===== src/rtl/if_stage.sv =====
// Instruction-fetch stage: owns the PC, issues imem requests, and loads the IF/ID register.
// Applies EX redirects, hazard stalls and a permanent stop after a decoded HALT.
module if_stage #(
   parameter logic [31:0] RESET_PC = 32'h00000000,
   parameter logic [31:0] NOP_INST = 32'h00000013,
   parameter int          CNT_W    = 16
) (
   input  logic             clk,
   input  logic             reset,
   input  logic             Stall,
   input  logic             Redirect,
   input  logic [31:0]      RedirectPC,
   input  logic             HaltDec,
   output logic             imem_req,
   output logic [31:0]      imem_addr,
   input  logic [31:0]      imem_rdata,
   input  logic             imem_ready,
   output logic [31:0]      IF_PC,
   output logic [31:0]      IF_Inst,
   output logic             IF_Valid,
   output logic             Halted,
   output logic [CNT_W-1:0] FetchCount
);

   typedef enum logic {FETCH, HALTED} state_t;

   state_t           state, state_n;
   logic [31:0]      pc, pc_n;
   logic [31:0]      if_pc_n, if_inst_n;
   logic             if_valid_n, halted_n;
   logic [CNT_W-1:0] count_n;
   logic             halt_hit;

   assign halt_hit  = HaltDec & IF_Valid;
   assign imem_addr = pc;
   assign imem_req  = (state == FETCH);

   always_ff @(posedge clk or posedge reset) begin
      if (reset) begin
         state      <= FETCH;
         pc         <= RESET_PC;
         IF_PC      <= 32'h0;
         IF_Inst    <= NOP_INST;
         IF_Valid   <= 1'b0;
         Halted     <= 1'b0;
         FetchCount <= '0;
      end else begin
         state      <= state_n;
         pc         <= pc_n;
         IF_PC      <= if_pc_n;
         IF_Inst    <= if_inst_n;
         IF_Valid   <= if_valid_n;
         Halted     <= halted_n;
         FetchCount <= count_n;
      end
   end

   // A redirect outranks a HALT in ID because that HALT is on the squashed wrong path.
   always_comb begin
      state_n    = state;
      pc_n       = pc;
      if_pc_n    = IF_PC;
      if_inst_n  = IF_Inst;
      if_valid_n = IF_Valid;
      halted_n   = Halted;
      count_n    = FetchCount;
      if (state == FETCH) begin
         if (Redirect) begin
            pc_n       = {RedirectPC[31:2], 2'b00};
            if_valid_n = 1'b0;
            if_inst_n  = NOP_INST;
         end else if (halt_hit) begin
            state_n    = HALTED;
            halted_n   = 1'b1;
            if_valid_n = 1'b0;
            if_inst_n  = NOP_INST;
         end else if (Stall) begin
            pc_n = pc;
         end else if (!imem_ready) begin
            if_valid_n = 1'b0;
            if_inst_n  = NOP_INST;
         end else begin
            if_pc_n    = pc;
            if_inst_n  = imem_rdata;
            if_valid_n = 1'b1;
            pc_n       = pc + 32'd4;
            if (FetchCount != {CNT_W{1'b1}})
               count_n = FetchCount + CNT_W'(1);
         end
      end
   end

endmodule


===== config.mk =====
export PLATFORM = sky130hd
export DESIGN_NAME = if_stage
export DESIGN_NICKNAME = d
export VERILOG_FILES = /design/src/rtl/if_stage.sv
export SDC_FILE = /design/constraint.sdc
export NUM_CORES = 1
export LEC_CHECK = 0
export ABC_AREA = 1
export BUFFER_PORTS_ARGS = -buffer_cell sky130_fd_sc_hd__buf_2
export CORE_MARGIN = 2
export CORE_UTILIZATION = 45
export DETAILED_ROUTE_END_ITERATION = 16
export GPL_ROUTABILITY_DRIVEN = 0
export PLACE_DENSITY = 0.81
export REMOVE_ABC_BUFFERS = 1
export SLEW_MARGIN = 20
export SYNTH_ARGS = -nofsm -noshare
export SYNTH_HDL_FRONTEND = slang
export SYNTH_SLANG_ARGS = --single-unit

===== constraint.sdc =====
create_clock -name clk -period 3.11 [get_ports clk]
set_input_delay 0.311 -clock clk [delete_from_list [all_inputs] [get_ports clk]]
set_output_delay 0.311 -clock clk [all_outputs]
set_load 0.02 [all_outputs]

==> summary.txt <==
most frequent cells in the layout -> nand2_1, buf_2, dfrtp_1
crit path time final -> 2070 ps
R2R Path Start -> FetchCount[1]
DP Wirelength -> 11.3 mm
clk_lat worst skew -> 350 ps
CP required -> 3340 ps
internal power -> 2.30 mW
share of layout cells above drive strength 1 -> 0.246
Leak -> 3.69 nW
commonest non-fill, non-tap cell in the layout -> nand2_1
Tightest Hold Check Type -> in2async
final hold viol count -> 0
CTS Buf Count -> 9
post-synth top area cell -> dfrtp_1
Max clock buf depth -> 2
dpl ws -> 1040 ps
row count -> 40
Max VDD drop -> 0.323 mV
first-pass GRT wire length -> 24.7 mm
Relative slew margins -> 0.445
Yosys cell types -> 37
port bufs -> 178
slowest CP cell -> o21ai_1
Slew Viols, Final -> 0
WP data arrival -> 2310 ps
gr usage total -> 0.237
CTS tree -> done
number of H-tree levels -> 3
final setup margin -> 1040 ps
Setup crit start kind -> flip-flop
number of synthesized register bits -> 111
Routed WL per cell -> 14.6 µm
sw frac -> 0.229
vias in the first global route -> 5015
Initial Utilization -> 0.464
RR Endpoint -> FetchCount[11]
Vias -> 5423
clk sinks -> 111
family with the most delay on the worst path -> compound AO/OA/AOI/OAI gates
Synth Cell Area -> 0.00562 mm²
antenna-violating nets left -> 0
core area -> 0.0121 mm²
critical path peak fanout -> 11
drt drc -> 0
register share of total power -> 0.505
DRT iter0 DRCs -> 309
die area -> 0.0134 mm²
total grt overflow -> 0
Synth Warn # -> 0
io pins -> 185
Hold-fix buffers, CTS -> 0
reg2reg setup slack -> 1040 ps
Final nets -> 967
Area Overhead vs Synth -> 24.0%
Post-Syn Instances -> 726
pwr dens -> 427 mW/mm²
RSZ-0062 raised after global routing -> no
chip height -> 116 µm
hold_ws -> 125 ps
Die X -> 116 µm
initial antenna violation count -> 1
largest net degree at the start of global routing -> 64
max-capacitance violation count -> 0
status -> finished clean
postcts setup bufs -> 0
combinational fraction of design power -> 0.084
clock network power share -> 0.411
Critical Setup Path Class -> reg2reg
clock root buffer master -> clkbuf_16
endpoints failing setup -> 0
Worst Path Buf+Inv -> 1
Clock Pin Slew Worst Setup and Hold Paths -> 70 ps
CTS resizes -> 0
Yosys top cell area share -> 0.481
Crit path largest cell delay -> 690 ps
post-synthesis sequential area ratio -> 0.495
drt total wl -> 15.6 mm
worst reg2reg path depth -> 8
crit path cell chain -> ha_1, nand3_1, inv_1, nand2_1, o21ai_1, nor2_1, nand2_1, nand2_1
Sw Pwr -> 0.682 mW
syn_area_per_cell -> 7.74 µm²
top post-synthesis cells by area -> dfrtp_1, nand2_1, nor2_1
CP dominant cell by count -> nand2_1
Power Total -> 2.98 mW
1st-pass router iterations -> 5
part of the cycle the worst path needs -> 0.667
CP Capture Type -> flip-flop
DR vias/cell -> 5.08
Worst-Margin Slew -> 828 ps
Max Freq -> 0.482 GHz
Setup Skew -> 6.81 ps
==> synth_stat cells (all sizes together) <==
library cell and n:
clkbuf 10, a22oi 2, o21ai 62, ha 2
nor3b 1, nor3 6, nand3 38, nand4 6
buf 21, nor2 87, a22o 29, dfrtp 108
xnor2 4, o22ai 2, inv 66, a31o 1
nand2 242, nand3b 2, o22a 3, o211ai 1
conb 1, a31oi 1, nor4 1, xor2 6
and2 3, a21oi 18, dfstp 3
==> worst register-to-register path, cell delays in order (launching register included) <==
cell     delay, ps
dfrtp_1        400
ha_1           310
nand3_1        150
inv_1           70
nand2_1        110
o21ai_1        690
nor2_1          80
nand2_1        100
nand2_1         50
==> flip-flops by register name, indices dropped and copies added (netlist names) <==
signal and count:
IF_Inst 32, Halted 1, imem_addr 30, state 1, IF_PC 30, FetchCount 16, IF_Valid 1
==> layout make-up <==
class	instances	area (µm²)
clock inverter	3	67.6
multi-input combinational	521	2450
inverter	66	250
clock buffer	12	246
tap	168	210
fill	1143	5140
sequential	111	2780
timing repair buffer	186	963
antenna	1	2.50
==> power groups by stage <==
stage	combinational (mW)	clock, mW	sequential (mW)
floorplan	0.0801	0	1.58
global placement	0.248	0	1.53
detailed placement	0.252	0	1.53
CTS	0.253	1.25	1.51
global route	0.275	1.31	1.51
finish	0.249	1.22	1.51
==> cells by family after synthesis <==
kind of cell / Yosys count / share of synthesized area
flip-flops: 111 / 0.495
AO/OA/AOI/OAI: 119 / 0.131
buffers and inverters: 97 / 0.0712
adder cells (fa/ha/maj): 2 / 0.00445
other: 1 / 0.000667
AND/OR/NAND/NOR: 386 / 0.283
XOR/XNOR: 10 / 0.0156
==> layer usage <==
layer	vias up	share of wire	GRT usage	wire (µm)
li1	2673	-	-	-
met1	2516	0.43	0.298	6730
met2	212	0.47	0.403	7380
met3	22	0.076	0.0628	1180
met4	0	0.017	0.0714	269
met5	-	0	0	0
==> how the worst max path moves through the flow <==
stage                  startpoint             end  slack [ps]  cells after the start
finish              FetchCount[1]  FetchCount[11]        1040                      8
global placement    FetchCount[0]  FetchCount[11]        1070                      8
CTS                 FetchCount[1]  FetchCount[11]        1020                      8
global route        FetchCount[1]  FetchCount[11]         820                      8
floorplan                   reset   FetchCount[0]        -130                      1
detailed placement  FetchCount[1]  FetchCount[11]        1040                      8
==> metrics by stage <==
stage	instance area (µm²)	TNS, ps	cells	utilization
2_1_floorplan	5480	-13680	698	-
3_3_place_gp	6660	0	1052	0.549
3_5_place_dp	6660	0	1052	0.549
4_1_cts	6970	0	1067	0.575
5_1_grt	6970	0	1068	0.576
6_report	6970	0	1068	0.576
Power figures use the tool's default switching activity.
